$ cat config.mk
export PLATFORM = sky130hd
export DESIGN_NAME = spi_cs_sequencer
export DESIGN_NICKNAME = d
export VERILOG_FILES = /design/src/rtl/spi_cs_sequencer.sv
export SDC_FILE = /design/constraint.sdc
export NUM_CORES = 1
export LEC_CHECK = 0
export BUFFER_PORTS_ARGS = -buffer_cell sky130_fd_sc_hd__buf_2
export CORE_ASPECT_RATIO = 1.1
export CORE_MARGIN = 2
export CORE_UTILIZATION = 48
export CTS_CLUSTER_DIAMETER = 40
export DETAILED_ROUTE_END_ITERATION = 16
export PLACE_DENSITY_LB_ADDON = 0.15
export SYNTH_ARGS = -nofsm -noshare
export SYNTH_HDL_FRONTEND = slang
export SYNTH_SLANG_ARGS = --single-unit
$ cat constraint.sdc
create_clock -name clk_i -period 2.2 [get_ports clk_i]
set_input_delay 0.44 -clock clk_i [delete_from_list [all_inputs] [get_ports clk_i]]
set_output_delay 0.44 -clock clk_i [all_outputs]
set_load 0.02 [all_outputs]
$ cat src/rtl/spi_cs_sequencer.sv
// ---------------------------------------------------------------------------
// spi_cs_sequencer
//   Frames a multi-byte SPI transaction for spi_master. A host command of N
//   bytes opens an active-low chip select, streams N host write bytes into the
//   spi_master TX handshake one at a time, returns every received byte as a
//   single-cycle pulse, then closes chip select and enforces an idle gap.
//
//   Timing parameters are edge-to-edge distances on clk_i:
//     CS_SETUP_CYCLES : cs_n fall -> first m_tx_valid_o (write byte ready)
//     CS_HOLD_CYCLES  : last m_rx_valid_i -> cs_n rise
//     CS_IDLE_CYCLES  : cs_n rise -> done_o (next command accepted then)
//
// Ports
//   clk_i, reset_l_i            clock, asynchronous active-low reset
//   cmd_valid_i/cmd_len_i       command request and byte count (clamped)
//   cmd_ready_o                 high in IDLE only
//   wr_data_i/wr_valid_i        host write byte stream
//   wr_ready_o                  high in FETCH only
//   rd_data_o/rd_valid_o        received byte, 1-cycle pulse
//   done_o                      1-cycle pulse at command completion
//   m_tx_byte_o/m_tx_valid_o    to spi_master TX
//   m_tx_ready_i                from spi_master TX
//   m_rx_byte_i/m_rx_valid_i    from spi_master RX
//   spi_cs_n_o                  chip select, active low
//
// state   | meaning
// --------+-------------------------------------------------------------
// IDLE    | cs_n high, waiting for a command
// SETUP   | cs_n low, counting setup time before first fetch
// FETCH   | waiting for the next host write byte
// SEND    | presenting the byte to spi_master until it is taken
// WAIT_RX | waiting for spi_master to return the received byte
// HOLD    | last byte received, counting hold time with cs_n low
// GAP     | cs_n high, counting minimum idle time before done_o
// ---------------------------------------------------------------------------
module spi_cs_sequencer #(
  parameter int MAX_BYTES       = 16,
  parameter int CS_SETUP_CYCLES = 2,
  parameter int CS_HOLD_CYCLES  = 2,
  parameter int CS_IDLE_CYCLES  = 1,
  localparam int LEN_W          = $clog2(MAX_BYTES + 1)
) (
  input  logic             clk_i,
  input  logic             reset_l_i,
  input  logic             cmd_valid_i,
  input  logic [LEN_W-1:0] cmd_len_i,
  output logic             cmd_ready_o,
  input  logic [7:0]       wr_data_i,
  input  logic             wr_valid_i,
  output logic             wr_ready_o,
  output logic [7:0]       rd_data_o,
  output logic             rd_valid_o,
  output logic             done_o,
  output logic [7:0]       m_tx_byte_o,
  output logic             m_tx_valid_o,
  input  logic             m_tx_ready_i,
  input  logic [7:0]       m_rx_byte_i,
  input  logic             m_rx_valid_i,
  output logic             spi_cs_n_o
);

  // SETUP and HOLD each add one cycle of their own on top of the FETCH/
  // WAIT_RX cycle that precedes the measured edge, so they dwell N-1 cycles
  // and are skipped entirely when N is 1. GAP dwells the full N cycles.
  localparam int SETUP_LOAD = (CS_SETUP_CYCLES >= 2) ? CS_SETUP_CYCLES - 2 : 0;
  localparam int HOLD_LOAD  = (CS_HOLD_CYCLES  >= 2) ? CS_HOLD_CYCLES  - 2 : 0;
  localparam int GAP_LOAD   = (CS_IDLE_CYCLES  >= 1) ? CS_IDLE_CYCLES  - 1 : 0;
  localparam int CNT_MAX    = (SETUP_LOAD > HOLD_LOAD) ?
                              ((SETUP_LOAD > GAP_LOAD) ? SETUP_LOAD : GAP_LOAD) :
                              ((HOLD_LOAD  > GAP_LOAD) ? HOLD_LOAD  : GAP_LOAD);
  localparam int CNT_W      = (CNT_MAX < 2) ? 1 : $clog2(CNT_MAX + 1);

  localparam logic [LEN_W-1:0] MAX_LEN = LEN_W'(MAX_BYTES);

  typedef enum logic [2:0] {
    IDLE, SETUP, FETCH, SEND, WAIT_RX, HOLD, GAP
  } state_t;

  state_t             state_q, state_d;
  logic [LEN_W-1:0]   rem_q, rem_d;
  logic [CNT_W-1:0]   cnt_q, cnt_d;
  logic               cs_n_q, cs_n_d;
  logic [7:0]         tx_byte_q, tx_byte_d;
  logic [7:0]         rd_data_q, rd_data_d;
  logic               rd_valid_q, rd_valid_d;
  logic               done_q, done_d;

  always_ff @(posedge clk_i or negedge reset_l_i) begin
    if (!reset_l_i) begin
      state_q    <= IDLE;
      rem_q      <= '0;
      cnt_q      <= '0;
      cs_n_q     <= 1'b1;
      tx_byte_q  <= '0;
      rd_data_q  <= '0;
      rd_valid_q <= 1'b0;
      done_q     <= 1'b0;
    end else begin
      state_q    <= state_d;
      rem_q      <= rem_d;
      cnt_q      <= cnt_d;
      cs_n_q     <= cs_n_d;
      tx_byte_q  <= tx_byte_d;
      rd_data_q  <= rd_data_d;
      rd_valid_q <= rd_valid_d;
      done_q     <= done_d;
    end
  end

  always_comb begin
    state_d    = state_q;
    rem_d      = rem_q;
    cnt_d      = cnt_q;
    cs_n_d     = cs_n_q;
    tx_byte_d  = tx_byte_q;
    rd_data_d  = rd_data_q;
    rd_valid_d = 1'b0;
    done_d     = 1'b0;

    case (state_q)
      IDLE: begin
        if (cmd_valid_i) begin
          if (cmd_len_i == '0) begin
            done_d = 1'b1;
          end else begin
            rem_d  = (cmd_len_i > MAX_LEN) ? MAX_LEN : cmd_len_i;
            cs_n_d = 1'b0;
            if (CS_SETUP_CYCLES >= 2) begin
              state_d = SETUP;
              cnt_d   = CNT_W'(SETUP_LOAD);
            end else begin
              state_d = FETCH;
            end
          end
        end
      end

      SETUP: begin
        if (cnt_q == '0) state_d = FETCH;
        else             cnt_d   = cnt_q - CNT_W'(1);
      end

      FETCH: begin
        if (wr_valid_i) begin
          tx_byte_d = wr_data_i;
          state_d   = SEND;
        end
      end

      SEND: begin
        if (m_tx_ready_i) state_d = WAIT_RX;
      end

      WAIT_RX: begin
        if (m_rx_valid_i) begin
          rd_data_d  = m_rx_byte_i;
          rd_valid_d = 1'b1;
          rem_d      = rem_q - LEN_W'(1);
          if (rem_q == LEN_W'(1)) begin
            if (CS_HOLD_CYCLES >= 2) begin
              state_d = HOLD;
              cnt_d   = CNT_W'(HOLD_LOAD);
            end else begin
              cs_n_d  = 1'b1;
              state_d = GAP;
              cnt_d   = CNT_W'(GAP_LOAD);
            end
          end else begin
            state_d = FETCH;
          end
        end
      end

      HOLD: begin
        if (cnt_q == '0) begin
          cs_n_d  = 1'b1;
          state_d = GAP;
          cnt_d   = CNT_W'(GAP_LOAD);
        end else begin
          cnt_d = cnt_q - CNT_W'(1);
        end
      end

      GAP: begin
        if (cnt_q == '0) begin
          done_d  = 1'b1;
          state_d = IDLE;
        end else begin
          cnt_d = cnt_q - CNT_W'(1);
        end
      end

      default: state_d = IDLE;
    endcase
  end

  assign cmd_ready_o  = (state_q == IDLE);
  assign wr_ready_o   = (state_q == FETCH);
  assign m_tx_valid_o = (state_q == SEND);
  assign m_tx_byte_o  = tx_byte_q;
  assign rd_data_o    = rd_data_q;
  assign rd_valid_o   = rd_valid_q;
  assign done_o       = done_q;
  assign spi_cs_n_o   = cs_n_q;

endmodule

# [After elaboration in Yosys (flattened, before gate mapping)]
# Cells that the tools add are included.
[word_totals] in_bits=27 rom_bits=0 reg_bits=28 ram_bits=0 out_inout_bits=22 latchBits=0 n_memories=0 word_cells=68
[op_classes] eq_ne=16 shifts=0 bitwise_logic=0 multipliers=0 n_addsub=2 reduce_logical=12 mux=29 div_mod_pow=0 magnitude_cmp=1
[ops] op="two-way mux 3 bit" count=9
[ops] op="case mux 3 bit (7 select lines)" count=1
[ops] op="two-way mux 5 bit" count=4
[ops] op="inequality test 2 bit (second input constant)" count=8
[ops] op="two-way mux 1 bit" count=11
[ops] op="case mux 5 bit (2 select lines)" count=1
[ops] op="equality test 3 bit (second input constant)" count=3
[ops] op="AND reduction 4 bit" count=2
[ops] op="AND reduction 8 bit" count=1
[ops] op="equality test 3 x 2 -> 1 bit (second input constant)" count=2
[ops] op="equality test 5 x 1 -> 1 bit (second input constant)" count=1
[ops] op="greater-than comparator 5 bit (second input constant)" count=1
[ops] op="logical NOT 5 bit" count=1
[ops] op="AND reduction 5 bit" count=1
[ops] op="subtractor 5 x 1 -> 5 bit (second input constant)" count=1
[ops] op="case mux 1 bit (2 select lines)" count=2
[ops] op="AND reduction 2 bit" count=2
[ops] op="nonzero test 2 bit" count=2
[ops] op="equality test 3 x 1 -> 1 bit (second input constant)" count=1
[ops] op="logical NOT 3 bit" count=1
[ops] op="case mux 1 bit (3 select lines)" count=1
[ops] op="nonzero test 3 bit" count=1
[ops] op="OR reduction 3 bit" count=1
[ops] op="inequality test 2 x 1 -> 1 bit (second input constant)" count=1
[ops] op="subtractor 1 bit (second input constant)" count=1

# [Longest topological paths before layout]
# Gate-level depths: netlist (run 1).
[depth] ltp_word=5 depth_mapped=6

# [Worst setup path before layout (run 1)]
# Ideal clock, no wire load.
[synth_timing] path_kind="reg2reg" startpoint="register state_q[1]" endpoint="register tx_byte_q[0], in the netlist m_tx_byte_o[0]" stages_incl_launch_ff=7 setup_time_ns=0.125 setup_slack_ns=0.287 required_time_ns=2.075 arrival_time_ns=1.788 period_less_slack_ns=1.913 cell_sequence="dfrtp_1 -> buf_4 -> inv_1 -> nor3_1 -> and2_1 -> buf_4 -> mux2_2"
[synth_via] elab_chain_cells=2
[synth_rtl] element="from (decl)" line_no="79" source="state_t state_q, state_d;"
[synth_rtl] element="from (signal assigned)" line_no="99" source="state_q <= state_d;"
[synth_rtl] element="equality test 3 x 2 -> 1 bit"
[synth_rtl] element="via wr_ready_o" line_no="50" source="output logic wr_ready_o,"
[synth_rtl] element="AND reduction 2 bit (no source line)"
[synth_rtl] element="to (signal assigned)" line_no="103" source="tx_byte_q <= tx_byte_d;"
[synth_rtl] element="to (decl)" line_no="83" source="logic [7:0] tx_byte_q, tx_byte_d;"
# The timed path passes the listed nets, and every way through them passes these cells.
# A chain may end at the register's enable or synchronous reset.

# [Final worst setup path (run 1)]
[layout_timing] startpoint="register state_q[1]" endpoint="output m_tx_valid_o"
[layout_via] elab_chain_cells=1
[layout_rtl] element="equality test 3 x 2 -> 1 bit" line_no="199" source="assign m_tx_valid_o = (state_q == SEND);"
[layout_rtl] element="to (decl)" line_no="55" source="output logic m_tx_valid_o,"
# Every way passes these cells.

==> results of run 1 <==
layer usage:
layer | up-vias | track usage, % | share of wire, %
met5 | - | 0 | 0
met1 | 504 | 24.6 | 43
met4 | 0 | 6.43 | 1.3
li1 | 504 | - | -
met3 | 4 | 2.27 | 4.4
met2 | 24 | 31.3 | 51
worst min-delay path by stage:
stage / endpoint
after floorplan: done_o
after global placement: m_tx_byte_o[3]
after detailed placement: m_tx_byte_o[3]
after CTS: m_tx_byte_o[3]
after global routing: m_tx_byte_o[3]
final: m_tx_byte_o[0]
worst max-delay path: stages (launching register included):
cell and delay (ns):
dfrtp_1 0.61, nor2b_1 0.30, nand2_1 0.12, inv_1 0.07, buf_2 0.15
power by group through the flow:
stage | Clock (mW) | Sequential, mW | Combinational, mW
floorplan | 0 | 1.05 | 0.628
CTS | 0.216 | 0.920 | 1.04
global placement | 0 | 0.909 | 1.02
global route | 0.232 | 0.964 | 1.13
finish | 0.203 | 0.918 | 1.03
detailed placement | 0 | 0.932 | 1.04
kinds of logic (layout without fill, tap and decap cells):
| group | after synthesis | after routing | share of synthesized area, % |
|---|---|---|---|
| AOI/OAI and AO/OA | 24 | 24 | 13.0 |
| adders and majority gates | 2 | 2 | 1.86 |
| buffers and inverters | 11 | 58 | 4.55 |
| DFF | 27 | 27 | 50.3 |
| muxes | 19 | 19 | 16.0 |
| and+or+nand+nor | 30 | 30 | 14.3 |
state kept, by name, indices dropped and copies added (netlist names):
signal       cells
m_tx_byte_o      8
rem_q            5
state_q          3
spi_cs_n_o       1
done_o           1
rd_valid_o       1
rd_data_o        8
area by class of cell:
type,count,area share [%]
clock buffer,3,1.39
clock inverter,1,0.309
inverter,5,1.16
multi-input combinational,75,37.5
sequential,27,41.8
tap,33,2.55
timing repair buffer,49,15.3
per-stage QoR:
stage	hold slack [ns]	worst slack [ns]	area (um2)	utilization, %	total power, mW
final	0.102	0.187	1620	59.4	2.15
after global placement	0.463	0.351	1590	58.4	1.92
after floorplan	0.144	0.287	1350	-	1.67
after CTS	0.113	0.181	1620	59.4	2.18
after detailed placement	0.473	0.325	1590	58.4	1.97
after global routing	0.123	0.0245	1620	59.4	2.33
placed cells by master, fill, tap and decap left out, drive strengths merged:
master  instances
or2             1
nand3           1
o2bb2a          1
clkinv          1
o21a            1
o22ai           1
nor3            3
buf            49
or3b            1
nor2b           2
o31a            1
or4b            1
clkbuf          3
mux2i           2
and2            2
nor2            6
a221o           1
mux2           17
dfstp           1
o22a            1
o32ai           1
inv             5
a21oi           9
o211ai          1
o21ai           4
ha              2
dfrtp          26
nor3b           5
nand3b          1
nand4           1
o32a            2
a221oi          1
or4             1
nand2           5
Yosys cell counts, types with 2 or more instances:
| cell type | number |
|---|---|
| mux2i_1 | 2 |
| dfrtp_1 | 26 |
| and2_1 | 2 |
| nor3_1 | 2 |
| inv_1 | 5 |
| mux2_2 | 16 |
| ha_1 | 2 |
| o32a_1 | 2 |
| nand2_1 | 4 |
| a21oi_1 | 9 |
| nor2b_1 | 2 |
| nor2_1 | 6 |
| buf_4 | 3 |
| o21ai_0 | 4 |
| nor3b_1 | 4 |
==> results.json, run 1 <==
{
  "grt_first_pass_wirelength_mm": 4.41,
  "synthesis.instances": 113,
  "grt_pass1_vias": 996,
  "clk_latency_ns": 0.31,
  "clockBufferDepth": 2,
  "syn_nets": 142,
  "antenna_cells": 0,
  "period_share_pct": 91.5,
  "status": "complete, no violations",
  "wl_per_cell_um": 13.3,
  "core_um2": 2730,
  "drc": 0,
  "max_freq_mhz": 497,
  "htree_levels": 1,
  "rsz0062_at_grt": "no",
  "die_area_um2": 3240,
  "critPathMaxFanout": 11,
  "synth_ff_type": "dfrtp_1",
  "grt_use_total_pct": 18.7,
  "synthTopCellsByArea": "dfrtp_1 (48%), mux2_2 (13%), a21oi_1 (3.3%)",
  "endpoint_kind": "output pin",
  "dp_hpwl_mm": 2.01,
  "min_period_ns": 2.01,
  "p_leak_nw": 0.796,
  "r2r-end": "m_tx_byte_o[2]",
  "syn_to_final_growth_pct": 20.4,
  "netlist_area_um2": 1350,
  "final_cells": 193,
  "dr_total_vias": 1036,
  "cts.sinks": 27,
  "multi_input_area_um2": 608,
  "drive_gt1_share_pct": 48.8,
  "p_int_mw": 1.26,
  "die_x_um": 54.5,
  "relSlewSlack_pct": 62.2,
  "fill_cells": 236,
  "pwr-share-seq_pct": 42.6,
  "crit_required_ns": 1.76,
  "critical_path_arrival_ns": 1.57,
  "r2r_start": "state_q[1]",
  "drv_cap": 0,
  "combPwrFrac_pct": 47.9,
  "cts_resized": 0,
  "core.rowCount": 20,
  "powerDensity_nw_per_um2": 1330,
  "clock_skew_ns": 0.00511,
  "firstDrtPassIters": 4,
  "cts.reportedPaths.clkPinSlew_ns": 0.14,
  "io_pins": 49,
  "cts_buffers": 3,
  "cts_setup_buffers": 0,
  "gp_congestion": 0.855,
  "antenna_left": 0,
  "initial_core_util_pct": 49.4,
  "fin_nets": 190,
  "initialDrtViolationCount": 25,
  "place_inst": 189,
  "postCtsHoldBufs": 0,
  "drv_slew": 0,
  "yosysSeqAreaShare_pct": 50.3,
  "hold_path_class": "in -> async",
  "worstMarginPinSlew_ns": 0.567,
  "ir_drop_mv": 0.726,
  "cts-root-buf": "clkbuf_4",
  "grt-ovfl-total": 0,
  "synth_edf_count": 0,
  "worst-setup-path-type": "reg -> out",
  "synthArstFlopShare_pct": 100,
  "avgSynthCellArea_um2": 11.9,
  "routed_wl_mm": 2.56,
  "grt_max_degree": 28,
  "r2r_slack_ns": 0.32,
  "p_clk_share_pct": 9.4,
  "antenna_found_initial": 0,
  "io_buffers": 48,
  "synth.top_cell.area_share_pct": 48.3,
  "yosys_register_bits": 27,
  "finalSetupViolCount": 0,
  "yosysWarnings": 0,
  "reg2regPathDepth": 4,
  "setup.worst_path.start": "state_q[1]",
  "synth_largest_area_cell": "dfrtp_1",
  "synth_cell_types": 39,
  "switching_share_pct": 41.5,
  "tns_ns": 0,
  "drt-vias-per-instance": 5.37,
  "setup.worst_path.end": "m_tx_valid_o",
  "hold_viol": 0,
  "die_y_um": 59.5,
  "cts_tree": "yes",
  "regArea_um2": 677,
  "p_switching_mw": 0.893,
  "cp-start-kind": "register"
}
Note: power is estimated with default switching activity, not from simulation.
==> inputs of run 2 (changes only) <==
--- a/config.mk
+++ b/config.mk
@@ -8,7 +8,8 @@
 export BUFFER_PORTS_ARGS = -buffer_cell sky130_fd_sc_hd__buf_2
 export CORE_ASPECT_RATIO = 1.1
 export CORE_MARGIN = 2
-export CORE_UTILIZATION = 48
+export CORE_UTILIZATION = 51
+export CTS_BUF_LIST = sky130_fd_sc_hd__clkbuf_4 sky130_fd_sc_hd__clkbuf_8
 export CTS_CLUSTER_DIAMETER = 40
 export DETAILED_ROUTE_END_ITERATION = 16
 export PLACE_DENSITY_LB_ADDON = 0.15
==> run 2 against run 1 <==
Effect of this change:
- critical path depth is the same
- routed wire length grew 0.82%
- highest routed layer unchanged
- combinational power is essentially flat
- setup slack lost 0.049 ns
- non-clock buffer count is the same
- clock-buffer cell count is the same
- core utilization grew 5.5 points
- design area is the same
- clock skew shrank 0.0043 ns
- largest power group unchanged
- via count grew 1.7%
==> results.json, run 2 (synthesis gave the netlist of run 1 again) <==
{
  "fin_nets": 190,
  "hold_path_class": "in -> async",
  "die_y_um": 57.9,
  "r2r_slack_ns": 0.33,
  "drive_gt1_share_pct": 48.8,
  "finalSetupViolCount": 0,
  "critPathMaxFanout": 11,
  "p_leak_nw": 0.793,
  "fill_cells": 205,
  "period_share_pct": 93.7,
  "pwr-share-seq_pct": 42.2,
  "finalInstanceArea_um2": 1620,
  "p_clk_share_pct": 10.1,
  "wl_per_cell_um": 13.5,
  "io_pins": 49,
  "syn_to_final_growth_pct": 20.4,
  "grt_max_degree": 28,
  "r2r_start": "state_q[1]",
  "relSlewSlack_pct": 59.8,
  "p_switching_mw": 0.904,
  "min_period_ns": 2.06,
  "cts_tree": "yes",
  "layout_common_cells": "buf_2 (48), dfrtp_1 (26), mux2_2 (16), a21oi_1 (9), nor2_1 (6)",
  "switching_share_pct": 41.8,
  "grt_first_pass_wirelength_mm": 4.05,
  "cts_buffers": 3,
  "cts-root-buf": "clkbuf_4",
  "drv_cap": 0,
  "clockBufferDepth": 2,
  "initial_core_util_pct": 53.9,
  "core.rowCount": 19,
  "worst-setup-path-type": "reg -> out",
  "gp_congestion": 0.826,
  "postCtsHoldBufs": 0,
  "clk_latency_ns": 0.33,
  "met1_length_mm": 1.08,
  "cts.sinks": 27,
  "highest_layer": "met4",
  "ir_drop_mv": 0.877,
  "initialDrtViolationCount": 27,
  "combPwrFrac_pct": 47.7,
  "status": "complete, no violations",
  "drt-vias-per-instance": 5.52,
  "final_common_cell": "buf_2",
  "endpoint_kind": "output pin",
  "powerDensity_nw_per_um2": 1340,
  "wl_met2_mm": 1.33,
  "routed_wl_mm": 2.58,
  "p_int_mw": 1.26,
  "io_buffers": 48,
  "dr_total_vias": 1054,
  "die_area_um2": 3070,
  "drc": 0,
  "critical_path_arrival_ns": 1.62,
  "reg2regPathDepth": 4,
  "r2r-end": "m_tx_byte_o[6]",
  "cts_setup_buffers": 0,
  "tns_ns": 0,
  "antenna_found_initial": 0,
  "cts_resized": 0,
  "drv_slew": 0,
  "rsz0062_at_grt": "no",
  "core_um2": 2500,
  "hold_viol": 0,
  "grt-ovfl-total": 0,
  "grt_pass1_vias": 942,
  "grt_use_total_pct": 17.9,
  "dp_hpwl_mm": 1.98,
  "cp-start-kind": "register",
  "firstDrtPassIters": 4,
  "dr_wl_met3_um": 108,
  "worstMarginPinSlew_ns": 0.603,
  "crit_required_ns": 1.76,
  "antenna_cells": 0,
  "max_freq_mhz": 485,
  "placed_area_um2": 1590,
  "die_x_um": 53.0,
  "clock_skew_ns": 0.000776,
  "antenna_left": 0,
  "cts.reportedPaths.clkPinSlew_ns": 0.14,
  "htree_levels": 1
}
-- run 2: worst max-delay path by stage --
stage               slack (ns)        endpoint    startpoint
floorplan                 0.29  m_tx_byte_o[0]    state_q[1]
global placement          0.35        rem_q[1]  cmd_len_i[0]
detailed placement        0.32      state_q[0]  cmd_len_i[0]
CTS                       0.15    m_tx_valid_o    state_q[1]
global route              0.07    m_tx_valid_o    state_q[1]
finish                    0.14    m_tx_valid_o    state_q[1]
-- run 2: power groups by stage --
stage	clock network, mW	logic [mW]	registers (mW)
after global routing	0.240	1.12	0.936
after detailed placement	0	1.04	0.923
final	0.217	1.03	0.913
after CTS	0.228	1.05	0.911
after global placement	0	1.01	0.909
after floorplan	0	0.628	1.05
-- run 2: area by class of cell --
type,count,area (um2),share of cell area [%]
well taps,31,38.8,2.39
repair buffers,49,248,15.3
clock inverters,1,7.51,0.463
inverters,5,18.8,1.16
multi-input cells,75,608,37.5
clock buffers,3,22.5,1.39
flip-flops and latches,27,677,41.8
-- run 2: per-layer routing --
layer | global-route usage (%) | up-vias
li1 | - | 505
met1 | 22.4 | 510
met2 | 30.2 | 32
met3 | 2.32 | 7
met4 | 8.79 | 0
met5 | 0 | -
-- run 2: stage by stage --
stage	std cells	util [%]	hold WS (ns)	setup WS, ns	power, mW
final	191	64.9	0.0940	0.138	2.16
after global routing	191	64.9	0.125	0.0659	2.29
after CTS	191	64.9	0.0967	0.145	2.19
after detailed placement	187	63.7	0.475	0.324	1.97
after global placement	187	63.7	0.462	0.352	1.92
after floorplan	113	-	0.144	0.287	1.67
-- run 2: critical path: stages, from the launching register on --
cell	delay [ns]
dfrtp_1	0.61
nor2b_1	0.34
nand2_1	0.12
inv_1	0.07
buf_2	0.15
